File: config.mk
export PLATFORM = sky130hd
export DESIGN_NAME = apb2wishbone_fsm_bridge
export DESIGN_NICKNAME = d
export VERILOG_FILES = /design/src/rtl/apb2wishbone_pkg.sv /design/src/rtl/apb2wishbone_watchdog.sv /design/src/rtl/apb2wishbone_fsm_bridge.sv
export SDC_FILE = /design/constraint.sdc
export NUM_CORES = 1
export LEC_CHECK = 0
export ABC_AREA = 0
export CAP_MARGIN = 5
export CORE_ASPECT_RATIO = 1.5
export CORE_MARGIN = 8
export CORE_UTILIZATION = 45
export DETAILED_ROUTE_END_ITERATION = 8
export GPL_ROUTABILITY_DRIVEN = 0
export PLACE_DENSITY = 0.89
export SLEW_MARGIN = 40
export SYNTH_ARGS = -nofsm -noshare
export SYNTH_HDL_FRONTEND = slang
export SYNTH_SLANG_ARGS = --single-unit
File: constraint.sdc
create_clock -name i_clk -period 4.8 [get_ports i_clk]
set_clock_uncertainty 0.05 [all_clocks]
set_input_delay 0.72 -clock i_clk [delete_from_list [all_inputs] [get_ports i_clk]]
set_output_delay 0.72 -clock i_clk [all_outputs]
set_load 0.01 [all_outputs]
File: src/rtl/apb2wishbone_pkg.sv
// Shared types and helpers for the APB-to-Wishbone FSM bridge.
//   state_e       : bridge FSM states
//   TERM_*        : termination codes, priority ack > err > rty
//   clog2_min1    : $clog2 clamped to a minimum width of 1
//   term_encode   : collapses the three Wishbone terminations into one code
package apb2wishbone_pkg;

  typedef enum logic [2:0] {IDLE, REQUEST, WAIT, GAP, RESPOND} state_e;

  localparam logic [1:0] TERM_NONE = 2'd0;
  localparam logic [1:0] TERM_ACK  = 2'd1;
  localparam logic [1:0] TERM_ERR  = 2'd2;
  localparam logic [1:0] TERM_RTY  = 2'd3;

  function automatic int clog2_min1(input int value);
    return (value <= 2) ? 1 : $clog2(value);
  endfunction

  function automatic logic [1:0] term_encode(input logic ack, input logic err, input logic rty);
    if (ack)      return TERM_ACK;
    else if (err) return TERM_ERR;
    else if (rty) return TERM_RTY;
    else          return TERM_NONE;
  endfunction

endpackage

File: src/rtl/apb2wishbone_watchdog.sv
// Response watchdog for the bridge.
//   i_clk, i_rst_n : clock, async active-low reset
//   i_count_en     : bus cycle outstanding (REQUEST/WAIT)
//   i_clear        : restart the count
//   o_expired      : high in the final allowed cycle (count == TIMEOUT_CYCLES-1)
// TIMEOUT_CYCLES = 0 disables the watchdog entirely.
module apb2wishbone_watchdog
  import apb2wishbone_pkg::*;
#(
  parameter int TIMEOUT_CYCLES = 64
) (
  input  logic i_clk,
  input  logic i_rst_n,
  input  logic i_count_en,
  input  logic i_clear,
  output logic o_expired
);

  generate
    if (TIMEOUT_CYCLES == 0) begin : g_off
      logic unused_in;
      assign unused_in = ^{i_clk, i_rst_n, i_count_en, i_clear};
      assign o_expired = 1'b0;
    end else begin : g_on
      localparam int CW = clog2_min1(TIMEOUT_CYCLES + 1);
      localparam logic [CW-1:0] LAST = CW'(TIMEOUT_CYCLES - 1);
      logic [CW-1:0] cnt;

      // Holds at LAST rather than wrapping; the FSM leaves the counting
      // states on expiry anyway.
      always_ff @(posedge i_clk or negedge i_rst_n) begin
        if (!i_rst_n)                       cnt <= '0;
        else if (i_clear)                   cnt <= '0;
        else if (i_count_en && cnt != LAST) cnt <= cnt + CW'(1);
      end

      assign o_expired = i_count_en && (cnt == LAST);
    end
  endgenerate

endmodule

File: src/rtl/apb2wishbone_fsm_bridge.sv
// Registered APB slave to Wishbone master bridge.
//   APB side : i_psel/i_penable/i_paddr/i_pwrite/i_pwdata/i_pstrb in,
//              o_pready/o_prdata/o_pslverr out (registered, valid with pready)
//   WB side  : o_wb_cyc/stb/adr/we/dat_w/sel out, i_wb_stall/ack/err/rty/dat_r in
//   o_timeout: one-cycle pulse alongside the error response when the watchdog fires
// Every output is a flop fed from next-state logic, so there is no
// combinational input-to-output path.
module apb2wishbone_fsm_bridge
  import apb2wishbone_pkg::*;
#(
  parameter int ADDRESS_WIDTH  = 16,
  parameter int DATA_WIDTH     = 32,
  parameter int USE_STALL      = 1,
  parameter int RETRY_LIMIT    = 2,
  parameter int TIMEOUT_CYCLES = 64
) (
  input  logic                      i_clk,
  input  logic                      i_rst_n,
  input  logic                      i_psel,
  input  logic                      i_penable,
  input  logic [ADDRESS_WIDTH-1:0]  i_paddr,
  input  logic                      i_pwrite,
  input  logic [DATA_WIDTH-1:0]     i_pwdata,
  input  logic [DATA_WIDTH/8-1:0]   i_pstrb,
  output logic                      o_pready,
  output logic [DATA_WIDTH-1:0]     o_prdata,
  output logic                      o_pslverr,
  output logic                      o_wb_cyc,
  output logic                      o_wb_stb,
  output logic [ADDRESS_WIDTH-1:0]  o_wb_adr,
  output logic                      o_wb_we,
  output logic [DATA_WIDTH-1:0]     o_wb_dat_w,
  output logic [DATA_WIDTH/8-1:0]   o_wb_sel,
  input  logic                      i_wb_stall,
  input  logic                      i_wb_ack,
  input  logic                      i_wb_err,
  input  logic                      i_wb_rty,
  input  logic [DATA_WIDTH-1:0]     i_wb_dat_r,
  output logic                      o_timeout
);

  localparam int RW = clog2_min1(RETRY_LIMIT + 1);
  localparam logic [RW-1:0] RMAX = RW'(RETRY_LIMIT);

  state_e                  state, state_nx;
  logic [RW-1:0]           retry_cnt, retry_nx;
  logic                    stall, active, expired, capture;
  logic [1:0]              term;
  logic                    pslverr_nx, timeout_nx;
  logic [DATA_WIDTH-1:0]   prdata_nx;

  assign stall  = (USE_STALL != 0) && i_wb_stall;
  assign active = (state == REQUEST) || (state == WAIT);
  // A stalled strobe has not been accepted, so a termination seen then is ignored.
  assign term   = ((state == WAIT) || (state == REQUEST && !stall))
                  ? term_encode(i_wb_ack, i_wb_err, i_wb_rty) : TERM_NONE;

  apb2wishbone_watchdog #(.TIMEOUT_CYCLES(TIMEOUT_CYCLES)) u_wdog (
    .i_clk      (i_clk),
    .i_rst_n    (i_rst_n),
    .i_count_en (active),
    .i_clear    (!active),
    .o_expired  (expired)
  );

  always_comb begin
    state_nx   = state;
    retry_nx   = retry_cnt;
    prdata_nx  = '0;
    pslverr_nx = 1'b0;
    timeout_nx = 1'b0;
    capture    = 1'b0;
    case (state)
      IDLE: begin
        retry_nx = '0;
        if (i_psel && i_penable) begin
          capture  = 1'b1;
          state_nx = REQUEST;
        end
      end
      REQUEST, WAIT: begin
        if (!i_psel) begin
          // Master abandoned the transfer: drop the bus, no response.
          state_nx = IDLE;
          retry_nx = '0;
        end else begin
          case (term)
            TERM_ACK: begin
              state_nx  = RESPOND;
              prdata_nx = o_wb_we ? '0 : i_wb_dat_r;
            end
            TERM_ERR: begin
              state_nx   = RESPOND;
              pslverr_nx = 1'b1;
            end
            TERM_RTY: begin
              if (retry_cnt != RMAX) begin
                retry_nx = retry_cnt + RW'(1);
                state_nx = GAP;
              end else begin
                state_nx   = RESPOND;
                pslverr_nx = 1'b1;
              end
            end
            default: begin
              if (expired) begin
                state_nx   = RESPOND;
                pslverr_nx = 1'b1;
                timeout_nx = 1'b1;
              end else if (state == REQUEST && !stall) begin
                state_nx = WAIT;
              end
            end
          endcase
        end
      end
      GAP: begin
        state_nx = i_psel ? REQUEST : IDLE;
        if (!i_psel) retry_nx = '0;
      end
      RESPOND: begin
        state_nx = IDLE;
        retry_nx = '0;
      end
      default: state_nx = IDLE;
    endcase
  end

  always_ff @(posedge i_clk or negedge i_rst_n) begin
    if (!i_rst_n) begin
      state      <= IDLE;
      retry_cnt  <= '0;
      o_wb_cyc   <= 1'b0;
      o_wb_stb   <= 1'b0;
      o_pready   <= 1'b0;
      o_prdata   <= '0;
      o_pslverr  <= 1'b0;
      o_timeout  <= 1'b0;
      o_wb_adr   <= '0;
      o_wb_we    <= 1'b0;
      o_wb_dat_w <= '0;
      o_wb_sel   <= '0;
    end else begin
      state     <= state_nx;
      retry_cnt <= retry_nx;
      o_wb_cyc  <= (state_nx == REQUEST) || (state_nx == WAIT);
      o_wb_stb  <= (state_nx == REQUEST);
      o_pready  <= (state_nx == RESPOND);
      o_prdata  <= prdata_nx;
      o_pslverr <= pslverr_nx;
      o_timeout <= timeout_nx;
      if (capture) begin
        o_wb_adr   <= i_paddr;
        o_wb_we    <= i_pwrite;
        o_wb_dat_w <= i_pwdata;
        o_wb_sel   <= i_pstrb;
      end
    end
  end

endmodule

==> results of run 1 <==
-- cell usage after synthesis (2+ instances only) --
| cell type | instances |
|---|---|
| a21oi_1 | 3 |
| nor3b_1 | 2 |
| dfrtp_1 | 102 |
| nand2_1 | 4 |
| mux2_2 | 47 |
| nor2_1 | 14 |
| o21ai_0 | 4 |
| xnor2_1 | 2 |
| and3_1 | 2 |
| o21a_1 | 2 |
| nand2b_1 | 3 |
| o211ai_1 | 2 |
| o22a_1 | 2 |
| ha_1 | 5 |
| xor2_1 | 2 |
| inv_1 | 6 |
| mux2_1 | 8 |
| nor2b_1 | 4 |
| nand3b_1 | 2 |
| buf_6 | 4 |
| and2_1 | 32 |
| buf_2 | 5 |
-- stage by stage --
step | setup slack (ps) | cell area, sq um | hold slack, ps | cells | utilization, %
CTS | 1960 | 6270 | 395 | 582 | 71.5
detailed placement | 1600 | 5980 | 432 | 567 | 68.1
global placement | 1620 | 5960 | 423 | 566 | 67.9
floorplan | 2320 | 4060 | 374 | 281 | -
finish | 1960 | 6270 | 381 | 582 | 71.5
global route | 1730 | 6270 | 417 | 582 | 71.5
-- layout make-up --
class | count | area [sq um]
sequential | 102 | 2550
multi-input combinational | 164 | 1420
clock buffer | 10 | 239
tap | 110 | 138
timing repair buffer | 185 | 1850
clock inverter | 5 | 57.6
inverter | 6 | 22.5
fill | 584 | 2500
-- worst reg2reg max path: stages (launching register included) --
cell and delay, ps:
dfrtp_1 490, and2b_1 330, o21bai_1 140, or3_1 420, ha_1 320, nor3b_1 270, a211oi_1 110, o22ai_1 240
nor2b_1 190
-- report_power, final --
group	total [mW]	switching [mW]	internal (mW)
Clock	0.717	0.301	0.416
Sequential	1.23	0.136	1.09
Combinational	1.05	0.408	0.643
-- per-layer routing --
| layer | vias to the layer above | part of all wire [%] |
|---|---|---|
| met5 | - | 0 |
| met4 | 0 | 2.2 |
| met3 | 15 | 6.9 |
| met2 | 109 | 58 |
| met1 | 1424 | 33 |
| li1 | 1327 | - |
-- worst paths after layout --
check	startpoint	end	slack [ps]	depth (start not counted)
max	i_wb_stall	o_wb_stb$_DFF_PN0_	1960	9
min	i_rst_n	o_prdata[9]$_DFF_PN0_	380	1
max reg2reg	state[0]$_DFF_PN0_	o_wb_stb$_DFF_PN0_	2170	8
min reg2reg	o_wb_dat_w[8]$_DFFE_PN0P_	o_wb_dat_w[8]$_DFFE_PN0P_	440	1
max in group asynchronous	i_rst_n	o_pready$_DFF_PN0_	3250	2
min in group i_clk	o_wb_dat_w[8]$_DFFE_PN0P_	o_wb_dat_w[8]$_DFFE_PN0P_	440	1
-- sequential cells by signal, summed over array words and instances (netlist names) --
register         cells
o_prdata            32
o_pready             1
o_pslverr            1
o_timeout            1
o_wb_adr            16
o_wb_cyc             1
o_wb_dat_w          32
o_wb_sel             4
o_wb_stb             1
o_wb_we              1
retry_cnt            2
state                3
u_wdog.g_on.cnt      7
-- kinds of logic (layout without fill, tap and decap cells) --
family | after synthesis | in the layout | share of synthesized area (%)
DFF | 102 | 102 | 62.9
and+or+nand+nor | 76 | 76 | 11.8
muxes | 55 | 55 | 15.3
AOI/OAI and AO/OA | 24 | 24 | 5.31
buffers and inverters | 15 | 206 | 2.28
adders and majority gates | 5 | 5 | 1.54
xor gates and xnor gates | 4 | 4 | 0.864
==> results.toml, run 1 <==
[synth]
async_reset_ff_share_pct = 100
synthCells = 281
synth_fp_nets = 379
synth_edf_count = 0
synth.avg_cell_area_sq_um = 14.4
syn_area_sq_mm = 0.00406
yosysTopAreaCell = "dfrtp_1"
yosysWarnings = 0
synth_cell_types = 46
yosysSeqAreaShare_pct = 62.9
yosys-top-cells-area = "dfrtp_1, mux2_2, and2_1, mux2_1, ha_1"
synth-seq-cells = 102
synth_top_area_share_pct = 62.9
yosys_most_used_dff = "dfrtp_1"

[clocking]
clockBufferDepth = 2
numCtsBuffers = 9
cts_hold_buffers = 0
clk_latency_ps = 330
htree_levels = 3
ctsResizeCount = 0
cts-root-buf = "clkbuf_16"
cts.sinks = 102
cts_setup_buffers = 0
clkSlewWorstSetupHoldPaths_ps = 70
cts_tree = "built"

[timing]
slew-limit-headroom_pct = 53.8
tns_ps = 0
hold_violations = 0
period_share_pct = 59.2
worstMarginPinSlew_ps = 693
maxSlewViolCount = 0
finalSetupViolCount = 0
rsz0062_at_grt = "no"
min_period_ps = 2840
fmax_ghz = 0.352

[floorplan]
fp.dieW_um = 93.5
design.core.area_sq_mm = 0.00878
initial_utilization_pct = 46.2
dieHeight_um = 132
row_count = 42
die_area_sq_mm = 0.0124
boundaryPins = 183

[global_route]
grt-busiest-layer = "met2"
grt_pass1_vias = 3153
gr-usage-all-layers_pct = 18.2
grt_pass1_wl_um = 17100
grtUsageMet3_pct = 4.90
grt_util_met2_pct = 35.3
grt_max_degree = 59
antenna_found_initial = 0
grt_overflow = 0
grt_use_met1_pct = 16.5

[final_layout]
syn_to_final_growth_pct = 54.7
final_common_cell = "clkdlybuf4s50_1"
final_cell_mix = "clkdlybuf4s50_1, dfrtp_1, mux2_2"
fin_nets = 566
antennaDiodeCount = 0
layout-drive-gt1-share_pct = 16.3

[placed_design]
portBuffers = 182
dp_hpwl_um = 8990

[setup_path]
crit_slowest_cell = "clkdlybuf4s50_1"
crit_chain = "clkdlybuf4s50_1, nor3b_1, o21bai_1, or3_1, ha_1, nor3b_1, a211oi_1, o22ai_1, nor2b_1"
max_stage_delay_ps = 440
path_delay_family = "simple AND/OR/NAND/NOR gates"
crit_path_start_kind = "input port"
arrival_ps = 3050
worstSetupPathType = "input port to register"
cp_common_cell = "nor3b_1"
critPathBufInv = 1
end_kind = "register"
worst-path-max-fanout = 6
required_ps = 5000

[power]
peakVddDrop_uv = 279
power.leakage_nw = 2.72
p_total_mw = 2.99
power_density_mw_per_mm2 = 477

[routing]
first_iter_violations = 67
vias = 2875
final_antenna_net_count = 0
wl_per_cell_um = 19.3
drc = 0
via_per_inst = 4.94
drt_pass1_iterations = 4
drt-total-wl_um = 11200

[job]
maxCapViolCount = 0

[outcome]
status = "finished clean"

[worst_hold_path]
hold_class = "input port to asynchronous set/reset pin"
No activity file was read; power rests on OpenSTA's default activity.
==> run 2, diff against run 1 <==
Settings changed: CORE_UTILIZATION 45 to 42, PLACE_DENSITY 0.89 to 0.84.
Clock period 4.8 ns to 2.7 ns, I/O delays scaled along.
==> results.toml, run 2 (synthesis gave the netlist of run 1 again) <==
[floorplan]
boundaryPins = 183
dieHeight_um = 136
design.core.area_sq_mm = 0.00952
initial_utilization_pct = 42.6
fp.dieW_um = 96.2
row_count = 44
die_area_sq_mm = 0.0131

[timing]
worstMarginPinSlew_ps = 639
maxSlewViolCount = 0
min_period_ps = 2490
finalSetupViolCount = 0
slew-limit-headroom_pct = 57.4
rsz0062_at_grt = "no"
period_share_pct = 92.4
fmax_ghz = 0.401
fin_hold_ws_ps = 38.5
hold_violations = 0
tns_ps = 0

[clocking]
cts.sinks = 102
ctsResizeCount = 0
clk_latency_ps = 340
numCtsBuffers = 9
cts-root-buf = "clkbuf_16"
cts_hold_buffers = 0
clockBufferDepth = 2
clkSlewWorstSetupHoldPaths_ps = 70
htree_levels = 3
cts_setup_buffers = 0
cts_tree = "built"

[routing]
drt-total-wl_um = 11000
drt_pass1_iterations = 4
wl_per_cell_um = 18.5
final_antenna_net_count = 0
via_per_inst = 4.90
vias = 2911
drc = 0
first_iter_violations = 56

[setup_path]
end_kind = "register"
r2r_cells = 9
worstSetupPathType = "register to register"
crit_path_start_kind = "register"
cp.depth = 9
max_stage_delay_ps = 440
path_delay_family = "simple AND/OR/NAND/NOR gates"
worst-path-max-fanout = 5
crit_slowest_cell = "dfrtp_1"
arrival_ps = 2670
crit_chain = "and2b_1, o21bai_1, or3_1, inv_1, ha_1, nand2b_1, o21a_1, o22a_1, mux2_2"
critPathBufInv = 1
required_ps = 2880

[global_route]
gr-usage-all-layers_pct = 16.8
grt_overflow = 0
antenna_found_initial = 0
grt_max_degree = 54
grt_pass1_vias = 3068
grt_pass1_wl_um = 16500

[final_layout]
fin_nets = 573
finalInstanceArea_sq_mm = 0.00638
final_cell_mix = "clkdlybuf4s50_1, dfrtp_1, mux2_2"
layout-drive-gt1-share_pct = 17.3
syn_to_final_growth_pct = 57.2
final_common_cell = "clkdlybuf4s50_1"
antennaDiodeCount = 0
post-route-util_pct = 66.9
n_fill_cell = 689
top_regs = "o_prdata (32), o_wb_dat_w (32), o_wb_adr (16)"

[power]
peakVddDrop_uv = 623
power.leakage_nw = 2.78
power_density_mw_per_mm2 = 862

[placed_design]
dp_hpwl_um = 8720
portBuffers = 182
placed_cell_area_sq_mm = 0.00604

[worst_hold_path]
hold_class = "input port to asynchronous set/reset pin"

[job]
maxCapViolCount = 0

[outcome]
status = "finished clean"
run 2: cell count changes in the layout (fill, tap and decap cells not counted), sizes merged:
| cell | previous run | this run |
|---|---|---|
| clkinv | 3 | 0 |
| bufinv | 1 | 3 |
| clkinvlp | 0 | 1 |
| buf | 4 | 11 |
run 2: area by class of cell:
| cell class | count | area (sq um) | share of cell area, % |
|---|---|---|---|
| Inverter | 6 | 22.5 | 0.353 |
| Timing Repair Buffer | 192 | 1910 | 30.0 |
| Clock buffer | 10 | 229 | 3.59 |
| Clock inverter | 5 | 106 | 1.67 |
| Sequential cell | 102 | 2550 | 40.0 |
| Multi-Input combinational cell | 164 | 1410 | 22.1 |
| Tap cell | 115 | 144 | 2.26 |
run 2: per-layer routing:
metal	track usage [%]	wire, um	share of wire [%]
met5	0	0	0
met4	7.81	324	2.9
met3	5.25	859	7.8
met2	29.9	6130	56
met1	17.0	3680	33
run 2: metrics by stage:
stage	setup WS, ps	cells	total power [mW]
after CTS	219	594	5.56
after global routing	48.2	594	5.76
final	205	594	5.49
after detailed placement	-119	579	4.10
after global placement	36.1	578	4.03
after floorplan	360	281	2.95
run 2: worst paths after layout:
kind,start,end,slack [ps]
max in group asynchronous,i_rst_n,o_wb_cyc$_DFF_PN0_,1850
hold reg to reg,o_wb_dat_w[2]$_DFFE_PN0P_,o_wb_dat_w[2]$_DFFE_PN0P_,440
hold / removal,i_rst_n,o_wb_adr[1]$_DFFE_PN0P_,40
setup reg to reg,state[0]$_DFF_PN0_,retry_cnt[1]$_DFFE_PN0P_,210
min in group i_clk,o_wb_dat_w[2]$_DFFE_PN0P_,o_wb_dat_w[2]$_DFFE_PN0P_,440
setup / recovery,state[0]$_DFF_PN0_,retry_cnt[1]$_DFFE_PN0P_,210
run 2: worst reg2reg max path, stage by stage, from the launching register on:
cell and delay, ps:
dfrtp_1 440, and2b_1 300, o21bai_1 130, or3_1 410, inv_1 80, ha_1 190
nand2b_1 120, o21a_1 190, o22a_1 210, mux2_2 280
run 2: where the power goes:
| part | switching (mW) | total (mW) | internal [mW] | leakage, nW |
|---|---|---|---|---|
| clock network | 0.537 | 1.44 | 0.904 | 0.159 |
| registers | 0.222 | 2.16 | 1.94 | 1.30 |
| logic | 0.730 | 1.89 | 1.16 | 1.32 |
==> run 3, diff against run 2 <==
Settings changed: CTS_CLUSTER_SIZE from default to 10, PLACE_DENSITY 0.84 to 0.78.
==> results.toml, run 3 (synthesis gave the netlist of run 1 again) <==
[setup_path]
crit_path_start_kind = "input port"
path_delay_family = "simple AND/OR/NAND/NOR gates"
arrival_ps = 2640
r2r_end = "retry_cnt[0]$_DFFE_PN0P_"
r2r_cells = 9
critPathBufInv = 2
crit_slowest_cell = "clkdlybuf4s50_1"
worst-path-max-fanout = 3
required_ps = 2870
regToRegStartpoint = "state[0]$_DFF_PN0_"
crit_chain = "clkdlybuf4s50_1, nor3b_1, o21bai_1, or3_1, inv_1, ha_1, nand2b_1, o21a_1, o22a_1, mux2_2"
reg2reg_slack_ps = 250
max_stage_delay_ps = 420
end_kind = "register"
worstSetupPathType = "input port to register"

[timing]
hold_violations = 0
finalSetupViolCount = 0
fmax_ghz = 0.405
period_share_pct = 91.4
slew-limit-headroom_pct = 54.8
maxSlewViolCount = 0
min_period_ps = 2470
worstMarginPinSlew_ps = 678
setup_ws_ps = 233
tns_ps = 0
rsz0062_at_grt = "no"

[placed_design]
dp_hpwl_um = 8580
place_ws_ps = -125
portBuffers = 182

[final_layout]
n_fill_cell = 708
top_regs = "o_prdata (32), o_wb_dat_w (32), o_wb_adr (16)"
seq_area_sq_mm = 0.00255
layout-drive-gt1-share_pct = 17.5
final_common_cell = "clkdlybuf4s50_1"
multi_input_area_sq_mm = 0.00141
fin_nets = 572
antennaDiodeCount = 0
final_cell_mix = "clkdlybuf4s50_1, dfrtp_1, mux2_2"
syn_to_final_growth_pct = 57.2

[job]
maxCapViolCount = 0

[floorplan]
boundaryPins = 183
dieHeight_um = 136
initial_utilization_pct = 42.6
fp.dieW_um = 96.2
design.core.area_sq_mm = 0.00952
die_area_sq_mm = 0.0131
row_count = 44

[power]
power_density_mw_per_mm2 = 855
p_int_mw = 3.95
p_sw_share_pct = 27.6
peakVddDrop_uv = 570
power.leakage_nw = 2.77
pwr-share-comb_pct = 34.7
pwr-share-seq_pct = 39.5
p_switching_mw = 1.50
clockPowerShare_pct = 25.8

[outcome]
status = "finished clean"

[global_route]
antenna_found_initial = 0
grt-busiest-layer = "met2"
gr-usage-all-layers_pct = 17.0
grt_use_met1_pct = 16.7
grt_pass1_wl_um = 16900
grt_max_degree = 54
grt_pass1_vias = 3218
grt_util_met2_pct = 31.2
grtUsageMet3_pct = 3.76
grt_overflow = 0

[clocking]
cts.sinks = 102
clockBufferDepth = 2
cts_setup_buffers = 0
ctsResizeCount = 0
cts_tree = "built"
cts_hold_buffers = 0
clk_latency_ps = 330
cts-root-buf = "clkbuf_16"
clkSlewWorstSetupHoldPaths_ps = 70
htree_levels = 3
numCtsBuffers = 9

[routing]
via_per_inst = 4.91
final_antenna_net_count = 0
drc = 0
vias = 2914
wl_per_cell_um = 18.5
drt_pass1_iterations = 4
first_iter_violations = 54
drt-total-wl_um = 11000

[worst_hold_path]
hold_class = "input port to asynchronous set/reset pin"
run 3: layer usage:
| layer | up-vias | part of all wire, % |
|---|---|---|
| met5 | - | 0 |
| met4 | 0 | 4.0 |
| met3 | 25 | 7.3 |
| met2 | 108 | 56 |
| met1 | 1443 | 33 |
| li1 | 1338 | - |
run 3: layout make-up:
cell class / count / area share, %
multi-input combinational: 164 / 22.1
tap: 115 / 2.26
sequential: 102 / 40.0
timing repair buffer: 191 / 30.0
clock inverter: 6 / 1.45
inverter: 6 / 0.353
clock buffer: 10 / 3.75
run 3: worst reg2reg max path: cells and delay by family (launching register included):
kind | cells | cell delay, ps
AOI/OAI and AO/OA | 3 | 530
and+or+nand+nor | 3 | 810
muxes | 1 | 270
DFF | 1 | 410
adders and majority gates | 1 | 180
buffers and inverters | 1 | 80
run 3: power by group through the flow:
stage / Sequential [mW] / Clock, mW / Combinational, mW
after global placement: 2.16 / 0 / 1.88
final: 2.15 / 1.41 / 1.89
after floorplan: 2.36 / 0 / 0.587
after CTS: 2.15 / 1.45 / 1.93
after detailed placement: 2.18 / 0 / 1.92
after global routing: 2.21 / 1.50 / 2.03
run 3: worst max-delay path by stage:
stage | from | endpoint | slack, ps | depth (start not counted)
finish | i_wb_stall | retry_cnt[0]$_DFFE_PN0P_ | 230 | 10
global route | state[0]$_DFF_PN0_ | o_wb_cyc$_DFF_PN0_ | 30 | 9
CTS | i_wb_stall | retry_cnt[0]$_DFFE_PN0P_ | 230 | 10
detailed placement | i_wb_stall | retry_cnt[0]$_DFFE_PN0P_ | -120 | 10
global placement | i_wb_stall | retry_cnt[0]$_DFFE_PN0P_ | 40 | 10
floorplan | state[0]$_DFF_PN0_ | retry_cnt[0]$_DFFE_PN0P_ | 360 | 9
run 3: metrics by stage:
| stage | cells | util (%) | power (mW) | cell area (sq um) | hold WS, ps |
|---|---|---|---|---|---|
| finish | 594 | 67.0 | 5.45 | 6380 | 50.9 |
| global route | 594 | 67.0 | 5.73 | 6380 | 117 |
| CTS | 594 | 67.0 | 5.53 | 6380 | 70.4 |
| detailed placement | 578 | 63.5 | 4.11 | 6050 | 430 |
| global placement | 577 | 63.4 | 4.04 | 6030 | 424 |
| floorplan | 281 | - | 2.95 | 4060 | 59.4 |
==> variant 1: new RTL, flow settings as in run 2 <==
Register the output `o_timeout` once more, cleared by the reset; this adds one clock of latency there. The other outputs are not delayed to match. Comments in the files are not updated.
--- a/src/rtl/apb2wishbone_fsm_bridge.sv
+++ b/src/rtl/apb2wishbone_fsm_bridge.sv
@@ -41,6 +41,8 @@
 
   localparam int RW = clog2_min1(RETRY_LIMIT + 1);
   localparam logic [RW-1:0] RMAX = RW'(RETRY_LIMIT);
+
+  logic o_timeout_s0;
 
   state_e                  state, state_nx;
   logic [RW-1:0]           retry_cnt, retry_nx;
@@ -135,7 +137,7 @@
       o_pready   <= 1'b0;
       o_prdata   <= '0;
       o_pslverr  <= 1'b0;
-      o_timeout  <= 1'b0;
+      o_timeout_s0 <= 1'b0;
       o_wb_adr   <= '0;
       o_wb_we    <= 1'b0;
       o_wb_dat_w <= '0;
@@ -148,7 +150,7 @@
       o_pready  <= (state_nx == RESPOND);
       o_prdata  <= prdata_nx;
       o_pslverr <= pslverr_nx;
-      o_timeout <= timeout_nx;
+      o_timeout_s0 <= timeout_nx;
       if (capture) begin
         o_wb_adr   <= i_paddr;
         o_wb_we    <= i_pwrite;
@@ -158,5 +160,13 @@
     end
   end
 
+  always_ff @(posedge i_clk or negedge i_rst_n) begin
+    if (!i_rst_n) begin
+      o_timeout <= '0;
+    end else begin
+      o_timeout <= o_timeout_s0;
+    end
+  end
+
 endmodule
 
Behaviour: same outputs for any inputs over 10 cycles, from zero or initial values and one cycle with i_rst_n low; that may be too few to reach the edited logic, so the function may still have changed.
==> variant 1 against run 2 <==
  * Synthesized cell count increased by 0.36%
  * Total power shrank 2.0%
  * Critical path depth is the same
  * Worst setup slack gained 0.014 ns
  * Die area rose by 0.53%
  * Sequential cell count increased by 1
  * Cell area hardly changed
  * Non-clock buffer count decreased by 1
  * Area after synthesis is 0.62% higher
  * Global-route usage fell by 0.34 points
  * Wire length down 0.77%
  * Utilization fell by 0.45 points
==> variant 1: results (changes against run 2) <==
outcome: "finished clean"  # unchanged
met2WireLength_um: 5970  # was 6130 um
synth_mux_area_share_pct: 15.2  # was 15.3%
synth_cells: 282  # was 281
dr_wl_met3_um: 726  # was 859 um
grt_pass1_wl_um: 16300  # was 16,500 um
arrival_ns: 2.65  # was 2.67 ns
dpl.hpwl_um: 8590  # was 8720 um
use_met2_pct: 28.9  # was 29.9%
grt_util_met1_pct: 17.0  # about the same
synthXorXnorAreaFrac_pct: 0.858  # was 0.864%
synth_fa_ha_area_share_pct: 1.53  # was 1.54%
synth.area.top_cells: "dfrtp_1 (63%), mux2_2 (13%), and2_1 (4.9%), mux2_1 (2.2%), ha_1 (1.5%)"  # unchanged
crit_type: "reg -> reg"  # unchanged
vdd_drop_max_uv: 565  # was 623 uV
grt_util_all_layers_pct: 16.4  # was 16.8%
switching_share_pct: 28.6  # was 27.1%
worst_hold_slack_ns: 0.0175  # was 0.0385 ns
synth_fp_nets: 380  # was 379
via_per_inst: 4.86  # was 4.90
initialDrtViolationCount: 42  # was 56
nFillCells: 698  # was 689
r2r-start: "state[1]"  # was state[0]
tightest_slew_ns: 0.590  # was 0.639 ns
dr_total_vias: 2894  # was 2,911
ys_seq_area_share_pct: 63.2  # was 62.9%
dpl_cell_area_sq_mm: 0.00606  # was 0.00604 sq mm
wl_met1_um: 3800  # was 3680 um
grt_pass1_vias: 3155  # was 3,068
totalWireLength_um: 10900  # was 11,000 um
synth_common_cells: "dfrtp_1 (103), mux2_2 (47), and2_1 (32), nor2_1 (14), mux2_1 (8)"  # was dfrtp_1 (102), mux2_2 (47), and2_1 (32), nor2_1 (14), mux2_1 (8)
cp_max_fo: 11  # was 5
met3_usage_pct: 3.73  # was 5.25%
p_clk_mw: 1.31  # was 1.44 mW
## variant 1: cell type report
class                      count  area [sq um]  area share [%]
clock inverter                 7          80.1            1.26
inverter                       6          22.5           0.354
sequential                   103          2580            40.5
timing repair buffer         191          1900            29.9
tap                          115           144            2.26
multi-input combinational    164          1420            22.2
clock buffer                   9           225            3.54
## variant 1: repair_timing
item / in CTS / in global routing
hold endpoints to repair: 0 / 0
gates resized for setup: 0 / 2
setup buffers: 0 / 0
endpoints found under the setup margin: 0 / 1
## variant 1: stage by stage
stage               utilization (%)  setup slack, ns  power, mW
finish                         66.5            0.219       5.38
global route                   66.5           0.0774       5.65
CTS                            66.4            0.117       5.46
detailed placement             63.2           -0.119       4.13
global placement               63.1           0.0408       4.05
floorplan                         -            0.360       2.96
## variant 1: kinds of logic (layout without fill, tap and decap cells)
| group | count (synthesis) | after routing |
|---|---|---|
| AO/OA/AOI/OAI | 24 | 24 |
| XOR/XNOR | 4 | 4 |
| adder cells (fa/ha/maj) | 5 | 5 |
| buffers and inverters | 15 | 213 |
| flip-flops | 103 | 103 |
| multiplexers | 55 | 55 |
| AND/OR/NAND/NOR | 76 | 76 |
## variant 1: worst max path at each step
stage / end / slack (ns) / cells after the start
after floorplan: retry_cnt[0] / 0.36 / 9
after global placement: retry_cnt[0] / 0.04 / 10
after detailed placement: o_wb_cyc / -0.12 / 10
after CTS: o_wb_cyc / 0.12 / 9
after global routing: o_wb_cyc / 0.08 / 9
final: retry_cnt[1] / 0.22 / 9
## variant 1: critical path: stages, from the launching register on
cell      delay, ns
dfrtp_1        0.51
nor3b_1        0.27
o21bai_1       0.13
or3_1          0.41
inv_1          0.07
ha_1           0.18
nand2b_1       0.10
o21a_1         0.17
o22a_1         0.21
mux2_2         0.27
==> variant 2: new RTL, config.mk and constraints of run 2 <==
Made on the original files. Set the parameter `DATA_WIDTH` to 36 (it was 32).
--- a/src/rtl/apb2wishbone_fsm_bridge.sv
+++ b/src/rtl/apb2wishbone_fsm_bridge.sv
@@ -9,7 +9,7 @@
   import apb2wishbone_pkg::*;
 #(
   parameter int ADDRESS_WIDTH  = 16,
-  parameter int DATA_WIDTH     = 32,
+  parameter int DATA_WIDTH     = 36,
   parameter int USE_STALL      = 1,
   parameter int RETRY_LIMIT    = 2,
   parameter int TIMEOUT_CYCLES = 64
Ports: changed (resized i_pwdata, i_wb_dat_r, o_prdata and o_wb_dat_w); port bits go from 183 to 199. No check against the original RTL was run, so the function may have changed too.
==> variant 2 against run 2 <==
  * Die area rose by 5.5%
  * Worst setup slack got worse by 0.030 ns
  * Total power grew 3.7%
  * Cell area grew 6.5%
  * Area after synthesis increased by 6.4%
  * Wire length rose by 7.1%
  * First-iteration DRC count down 3.6%
  * Sequential cell count up 8
  * Critical endpoint is now o_wb_cyc
  * Largest power group unchanged
==> variant 2: results (changes against run 2) <==
root_buffer: "clkbuf_16"  # unchanged
cp_slowest_cell: "clkdlybuf4s50_1"  # was dfrtp_1
r2r-start: "state[1]"  # was state[0]
synth_fa_ha_area_share_pct: 1.45  # was 1.54%
synth.top_cell.area_share_pct: 63.8  # was 62.9%
antenna_left: 0  # unchanged
synth.area.top_cells: "dfrtp_1 (64%), mux2_2 (15%), and2_1 (5.2%), ha_1 (1.4%), nor2_1 (1.2%)"  # was dfrtp_1 (63%), mux2_2 (13%), and2_1 (4.9%), mux2_1 (2.2%), ha_1 (1.5%)
drive_gt1_share_pct: 18.8  # was 17.3%
ys_seq_area_share_pct: 63.8  # was 62.9%
grt_antenna_before_repair: 0  # unchanged
initialDrtViolationCount: 54  # was 56
arrival_ns: 2.74  # was 2.67 ns
synth_compound_area_share_pct: 4.70  # was 5.31%
cp_max_fo: 4  # was 5
grt_max_degree: 58  # was 54
worst_hold_slack_ns: 0.00487  # was 0.0385 ns
crit_start: "i_wb_stall"  # was state[0]
dpl_cell_area_sq_mm: 0.00647  # was 0.00604 sq mm
outcome: "finished clean"  # unchanged
post_cts_buffers: 0  # unchanged
synth_fp_nets: 404  # was 379
vdd_drop_max_uv: 373  # was 623 uV
reg_top3: "o_prdata: 36 flops, o_wb_dat_w: 36 flops, o_wb_adr: 16 flops"  # was o_prdata: 32 flops, o_wb_dat_w: 32 flops, o_wb_adr: 16 flops
htreeDepth: 3  # unchanged
synthXorXnorAreaFrac_pct: 0.812  # was 0.864%
synth_common_cells: "dfrtp_1 (110), mux2_2 (59), and2_1 (36), nor2_1 (14), inv_1 (6)"  # was dfrtp_1 (102), mux2_2 (47), and2_1 (32), nor2_1 (14), mux2_1 (8)
finalNetCount: 613  # was 573
rr_worst_depth: 8  # was 9
antenna_cells: 0  # unchanged
first_pass_iters: 4  # unchanged
synth_async_sr_flop_share_pct: 100  # unchanged
hold_class: "in -> async"  # unchanged
path_clk_slew_ns: 0.08
synth_mux_area_share_pct: 15.4  # was 15.3%
synth-warning-count: 0  # unchanged
reg2reg_slack_ns: 0.20
grt_util_all_layers_pct: 16.8  # about the same
p_leak_nw: 2.96  # was 2.78 nW
grt_pass1_vias: 3286  # was 3,068
slowest_delay_ns: 0.46  # was 0.44 ns
grt_pass1_wl_um: 18000  # was 16,500 um
slew_headroom_pct: 59.3  # was 57.4%
cts_buffers: 9  # unchanged
wl_per_cell_um: 18.7  # was 18.5 um
dpl.hpwl_um: 9420  # was 8720 um
port_buffers: 198  # was 182
clk_path_buf_depth: 2  # unchanged
clk_latency_ns: 0.34  # about the same
ys_types: 43  # was 46
via_per_inst: 4.97  # was 4.90
## variant 2: cell count changes after synthesis, sizes merged
cell	delta
and2	+4
buf	+1
dfrtp	+8
mux2	+4
## variant 2: routing by layer
metal  global-route usage [%]  wire [um]  up-vias
met5                        0          0        -
met4                     7.23        382        0
met3                     6.15        798       28
met2                     30.8       6390      136
met1                     16.4       4190     1529
li1                         -          -     1431
## variant 2: kinds of logic after synthesis
group           after synthesis
compound gates               24
xor+xnor                      4
fa+ha+maj                     5
buf+inv                      16
flops                       110
mux                          59
simple gates                 80
## variant 2: final timing paths
path,endpoint
worst min register to register,o_wb_dat_w[24]
worst min-delay path,o_wb_dat_w[18]
max in group asynchronous,o_prdata[11]
worst max-delay path,o_wb_cyc
min in group i_clk,o_wb_dat_w[24]
worst max register to register,o_wb_cyc
## variant 2: area by class of cell
cell class                 instances  area (sq um)
clock buffer                      10           239
clock inverter                     6          75.1
fill                             754          3290
inverter                           6          22.5
multi-input combinational        172          1470
sequential                       110          2750
tap                              117           146
timing repair buffer             208          2080
## variant 2: critical path: cells and delay by family
family / cells / cell delay, ns
xor+xnor: 1 / 0.18
buf+inv: 1 / 0.46
fa+ha+maj: 1 / 0.25
compound gates: 3 / 0.51
simple gates: 3 / 0.93
## variant 2: power breakdown
part	internal, mW	switching (mW)	total [mW]
Clock	0.760	0.607	1.37
Combinational	1.26	0.753	2.01
Sequential	2.09	0.238	2.32
## variant 2: repair_timing
action                                  in CTS  in global routing
hold buffers                                 0                  0
hold endpoints to repair                     0                  0
endpoints found under the setup margin       0                  1
resized for setup                            0                  1
## variant 2: metrics by stage
step / TNS [ns] / instances / worst slack (ns)
final: 0 / 629 / 0.175
after global placement: -2.32 / 611 / -0.0669
after detailed placement: -0.536 / 613 / -0.118
after CTS: 0 / 629 / 0.178
after floorplan: 0 / 298 / 0.399
after global routing: 0 / 629 / 0.0228
